**src/rtl/mac_rx_flit_framer.sv**
```systemverilog
// Receive-side bridge: tags MAC words head/body/tail from the header length field,
// buffers them in a FIFO and presents them to the router as flits.
module mac_rx_flit_framer #(
  parameter int MAC_W      = 64,
  parameter int VLD_W      = 4,
  parameter int FLIT_W     = MAC_W + VLD_W + 2,
  parameter int FIFO_DEPTH = 16,
  parameter int AFULL_GAP  = 2
) (
  input  logic              clk,
  input  logic              rst,
  input  logic [MAC_W-1:0]  mac_data,
  input  logic [VLD_W-1:0]  mac_valid,
  input  logic              mac_done,
  input  logic              mac_crc_err,
  output logic [FLIT_W-1:0] flit_data,
  output logic              flit_val,
  input  logic              flit_ack,
  output logic              fifo_afull,
  output logic              overflow,
  output logic              len_err,
  output logic [15:0]       drop_cnt,
  output logic [15:0]       crc_cnt,
  output logic [1:0]        dbg_state
);
  // flit_val/flit_ack: a flit transfers on a cycle where both are high; while
  // flit_val is high and flit_ack is low, flit_data and flit_val hold steady.

  localparam int AW = $clog2(FIFO_DEPTH);
  localparam int CW = AW + 1;
  localparam logic [1:0] TAG_HEAD = 2'b10;
  localparam logic [1:0] TAG_BODY = 2'b00;
  localparam logic [1:0] TAG_TAIL = 2'b01;

  typedef enum logic [1:0] {
    IDLE    = 2'd0,
    BODY    = 2'd1,
    DISCARD = 2'd2
  } state_t;

  state_t      state, state_nxt;
  logic [14:0] remain, remain_nxt;
  logic        present;
  logic [13:0] hdr_len;
  logic [4:0]  hdr_type;
  logic [14:0] pkt_len;
  logic [1:0]  tag;
  logic        wr_req, discard_word, len_err_nxt;

  assign present  = |mac_valid;
  assign hdr_len  = mac_data[61:48];
  assign hdr_type = mac_data[47:43];
  // Types 0 and 3 are fixed four-word packets; others carry a payload length.
  assign pkt_len  = (hdr_type == 5'd0 || hdr_type == 5'd3) ? 15'd4
                                                           : ({1'b0, hdr_len} + 15'd5);

  always_ff @(posedge clk) begin
    if (rst) begin
      state  <= IDLE;
      remain <= '0;
    end else begin
      state  <= state_nxt;
      remain <= remain_nxt;
    end
  end

  always_comb begin
    state_nxt    = state;
    remain_nxt   = remain;
    tag          = TAG_BODY;
    wr_req       = 1'b0;
    discard_word = 1'b0;
    len_err_nxt  = 1'b0;
    case (state)
      IDLE: begin
        if (present) begin
          tag        = TAG_HEAD;
          wr_req     = 1'b1;
          remain_nxt = pkt_len - 15'd1;
          state_nxt  = BODY;
        end
      end
      BODY: begin
        if (present) begin
          wr_req     = 1'b1;
          remain_nxt = remain - 15'd1;
          if (remain == 15'd1) begin
            tag         = TAG_TAIL;
            state_nxt   = mac_done ? IDLE : DISCARD;
            len_err_nxt = !mac_done;
          end else if (mac_done) begin
            tag         = TAG_TAIL;
            len_err_nxt = 1'b1;
            state_nxt   = IDLE;
          end
        end
      end
      DISCARD: begin
        if (present) begin
          discard_word = 1'b1;
          if (mac_done) state_nxt = IDLE;
        end
      end
      default: state_nxt = IDLE;
    endcase
  end

  assign dbg_state = state;

  logic [FLIT_W-1:0] mem [FIFO_DEPTH];
  logic [AW-1:0]     wr_ptr, rd_ptr;
  logic [CW-1:0]     count, count_nxt;
  logic              full, fifo_wr, fifo_rd, lost_word;

  assign full      = (count == CW'(FIFO_DEPTH));
  assign fifo_wr   = wr_req && !full;
  assign lost_word = wr_req && full;
  // Output register is refilled whenever it is empty or being consumed.
  assign fifo_rd   = (count != '0) && (!flit_val || flit_ack);
  assign count_nxt = count + {{AW{1'b0}}, fifo_wr} - {{AW{1'b0}}, fifo_rd};

  always_ff @(posedge clk) begin
    if (fifo_wr) mem[wr_ptr] <= {tag, mac_data, mac_valid};
  end

  always_ff @(posedge clk) begin
    if (rst) begin
      wr_ptr     <= '0;
      rd_ptr     <= '0;
      count      <= '0;
      fifo_afull <= 1'b0;
    end else begin
      if (fifo_wr) wr_ptr <= wr_ptr + 1'b1;
      if (fifo_rd) rd_ptr <= rd_ptr + 1'b1;
      count      <= count_nxt;
      fifo_afull <= (CW'(FIFO_DEPTH) - count_nxt) <= CW'(AFULL_GAP);
    end
  end

  always_ff @(posedge clk) begin
    if (rst) begin
      flit_data <= '0;
      flit_val  <= 1'b0;
    end else if (fifo_rd) begin
      flit_data <= mem[rd_ptr];
      flit_val  <= 1'b1;
    end else if (flit_ack) begin
      flit_val  <= 1'b0;
    end
  end

  always_ff @(posedge clk) begin
    if (rst) begin
      overflow <= 1'b0;
      len_err  <= 1'b0;
      drop_cnt <= '0;
      crc_cnt  <= '0;
    end else begin
      len_err <= len_err_nxt;
      if (lost_word) overflow <= 1'b1;
      if ((discard_word || lost_word) && drop_cnt != 16'hFFFF) drop_cnt <= drop_cnt + 16'd1;
      if (present && mac_done && mac_crc_err && crc_cnt != 16'hFFFF) crc_cnt <= crc_cnt + 16'd1;
    end
  end

endmodule

```
**config.mk**
```make
export PLATFORM = sky130hd
export DESIGN_NAME = mac_rx_flit_framer
export DESIGN_NICKNAME = d
export VERILOG_FILES = /design/src/rtl/mac_rx_flit_framer.sv
export SDC_FILE = /design/constraint.sdc
export NUM_CORES = 1
export LEC_CHECK = 0
export ABC_AREA = 1
export BUFFER_PORTS_ARGS = -buffer_cell sky130_fd_sc_hd__buf_2
export CAP_MARGIN = 5
export CORE_ASPECT_RATIO = 0.9
export CORE_MARGIN = 1
export CORE_UTILIZATION = 30
export CTS_BUF_LIST = sky130_fd_sc_hd__clkbuf_4 sky130_fd_sc_hd__clkbuf_8
export DETAILED_ROUTE_END_ITERATION = 8
export GPL_ROUTABILITY_DRIVEN = 1
export PLACE_DENSITY = 0.48
export SETUP_SLACK_MARGIN = 0.15
export SYNTH_ARGS = -nofsm -noshare
export SYNTH_HDL_FRONTEND = slang
export SYNTH_SLANG_ARGS = --single-unit
```
**constraint.sdc**
```tcl
create_clock -name clk -period 7.66 [get_ports clk]
set_input_delay 0 -clock clk [delete_from_list [all_inputs] [get_ports clk]]
set_output_delay 0 -clock clk [all_outputs]
set_load 0.05 [all_outputs]
```
==> out/metrics.cfg <==
[clock_tree]
root_buffer=clkbuf_8
cts_tree=done
cts_resized=0
path_clk_slew_ns=0.06
post_cts_buffers=0
cts_sinks=1256
clock_latency_ns=0.96
clockBufferDepth=3
h-tree-depth=4
postCtsHoldBufs=133
cts_buffers=207

[critical_path]
crit_type=in -> reg
path_buf_inv=8
path_common_cell=dlygate4sd3_1
cp.arrival_ns=6.07
required_ns=8.20
setup.worst_path.start_class=primary input
crit_slowest_cell=nor2_4
crit_family=buffers and inverters
endpoint_kind=flop
cp_cell_sequence=dlygate4sd3_1 > dlygate4sd3_1 > buf_2 > nor2_1 > dlygate4sd3_1 > nand2_2 > dlygate4sd3_1 > inv_2 > nor2_4 > inv_2 > nor2_1 > nand2_1 > nor2_4 > buf_4
slowest_delay_ns=0.89
reg2regPathDepth=6
path_depth=14
critPathMaxFanout=43

[power_and_ir_drop]
p_leak_nw=20.15
sw_frac_of_total=0.3679
cellPowerDensity_nw_per_um2=349.8
seq_power_share=0.417
p_sw_mw=7.551
combPwrFrac=0.290
power.internal_mw=12.97
clock_power_share=0.293
power.total_mw=20.52
irDropWorstVdd_uv=305.0

[synth]
synth_area_leaders=edfxtp_1, nor2_1, o21ai_0
synth_nets=4255
syn_avg_cell_area_um2=12.01
synth_fa_ha_area_frac=0.005406
synth_mux_area_frac=0
synth_top_flop_cell=edfxtp_1
syn_area_um2=49990
synth.top_cell.area_share=0.6728
async_reset_ff_frac=0
synth_top_family_by_area=compound AO/OA/AOI/OAI gates
yosysWarnings=0
synth_top_area_cell=edfxtp_1
syn-instance-count=4161
synth-edff-count=1120
ys_types=43
synth_compound_area_frac=0.1337
seq_area_frac_synth=0.7273
synth-seq-cells=1256
synth-simple-area-share=0.09489
synth_xor_area_frac=0.002103

[finish]
multi_input_area_um2=11930
post_route_cells_drive_above_1_share=0.1304
fillers=16220
nNetsFinal=4557
syn_to_final_growth_pct=17.37
regArea_um2=36370
final-instance-count-excl-fill=6857
final_cell_area_um2=58670

[floorplan]
die_h_um=389.3
ioPinCount=181
core_um2=164800
die-area_um2=168300
start_util=0.3034
std_cell_rows=141
fp.dieW_um=432.3

[timing]
setup_viol=0
final.setup.tns_ns=0
min_period_over_period=0.7214
fmax_ghz=0.1810
final-hold-violation-count=0
maxSlewViolCount=0
tightest_slew_ns=1.226
worst_clock_skew_ns=0.06039
slew_headroom=0.1828
rsz0062_at_grt=no
period_needed_ns=5.526
fin_ws_ns=2.134

[drt]
avgViaCountPerCell=4.911
vias=33680
drt_wl_total_um=148900
ant_nets=0
firstDrtPassIters=5
routedWlPerCell_um=21.72
drtIter0Drc=2562
drc=0

[min_path]
hold_path.class=in -> reg
hold_depth=2

[grt]
grt_usage=0.1737
grt_pass1_wl_um=218500
use_met2=0.2844
grt_max_degree=199
use_met1=0.2364
use_met3=0.03264
first_global_vias=32580
antenna_found_initial=17
overflow=0
top_usage_layer=met2

[placed_design]
gp_congestion=0.7845
io_buffers=180
dp.cells=6337
pre_cts_slack_ns=3.356
hpwl_um=77270
placed_area_um2=53120

[run_status]
status=finished clean

[job]
maxCapViolCount=0

[sequential cells by signal (all words and copies together), names as in the netlist, 2 cells and up]
name       flops
mem         1120
flit_data     70
crc_cnt       16
drop_cnt      16
remain        15
count          5
rd_ptr         4
wr_ptr         4
dbg_state      2
[cells in the mapped netlist, drive strengths merged, types with 24 or more instances]
library cell,instances
o21ai,790
edfxtp,1120
nand3,51
nor2,961
o32ai,24
o22ai,326
clkbuf,178
inv,179
nand2,140
dfxtp,136
a21oi,56
buf,90
[routing by layer]
layer / share of wire / up-vias
li1: - / 15810
met1: 0.45 / 16780
met2: 0.48 / 870
met3: 0.051 / 206
met4: 0.018 / 14
met5: 0.00065 / -
[cells in the final DEF (no fill, tap or decap), types with 18 or more instances in the layout]
cell / count
a21oi_1: 55
buf_2: 179
buf_4: 42
clkbuf_4: 76
clkbuf_8: 213
clkinv_1: 54
clkinv_2: 19
dfxtp_1: 132
dlygate4sd3_1: 133
edfxtp_1: 1120
ha_1: 20
inv_1: 169
nand2_1: 134
nand3_1: 49
nand4_1: 20
nor2_1: 939
nor2_4: 18
o21ai_0: 556
o21ai_1: 234
o22ai_1: 326
o32ai_1: 24
[power groups by stage]
stage | Clock [mW] | Sequential, mW | Combinational, mW
6_report | 6.01 | 8.55 | 5.96
3_3_place_gp | 0 | 8.70 | 5.96
4_1_cts | 6.18 | 8.57 | 6.04
5_1_grt | 6.47 | 8.62 | 6.55
2_1_floorplan | 0 | 9.14 | 3.51
3_5_place_dp | 0 | 8.70 | 5.96
[cell type report]
cell class / count / area share
clock inverter: 95 / 0.01211
clock buffer: 289 / 0.05969
sequential: 1256 / 0.6199
inverter: 179 / 0.01184
multi-input combinational: 2458 / 0.2033
timing repair buffer: 361 / 0.04572
tap: 2216 / 0.04726
antenna: 3 / 0.0001280
[cell families (layout without fill, tap and decap cells)]
| family | after synthesis | after routing |
|---|---|---|
| DFF | 1256 | 1256 |
| AOI/OAI and AO/OA | 1223 | 1223 |
| and+or+nand+nor | 1202 | 1202 |
| buffers and inverters | 447 | 924 |
| adders and majority gates | 21 | 21 |
| xor gates and xnor gates | 12 | 12 |
| other | 0 | 3 |
[path summary, 6_finish.rpt]
check                       startpoint                    end  slack (ns)
max reg2reg  dbg_state[1]$_SDFFE_PP0P_   mem[2][23]$_DFFE_PP_        3.69
min reg2reg      overflow$_SDFFE_PP0P_  overflow$_SDFFE_PP0P_        0.45
max                       mac_valid[3]   mem[2][23]$_DFFE_PP_        2.13
min                       mac_data[40]   mem[3][44]$_DFFE_PP_        0.09
[through the flow]
stage | hold WS, ns | util
2_1_floorplan | 0.09887 | -
3_3_place_gp | 0.3713 | 0.3224
3_5_place_dp | 0.3785 | 0.3224
4_1_cts | 0.0004767 | 0.3560
5_1_grt | 0.01385 | 0.3560
6_report | 0.09069 | 0.3561
Power figures use the tool's default switching activity.
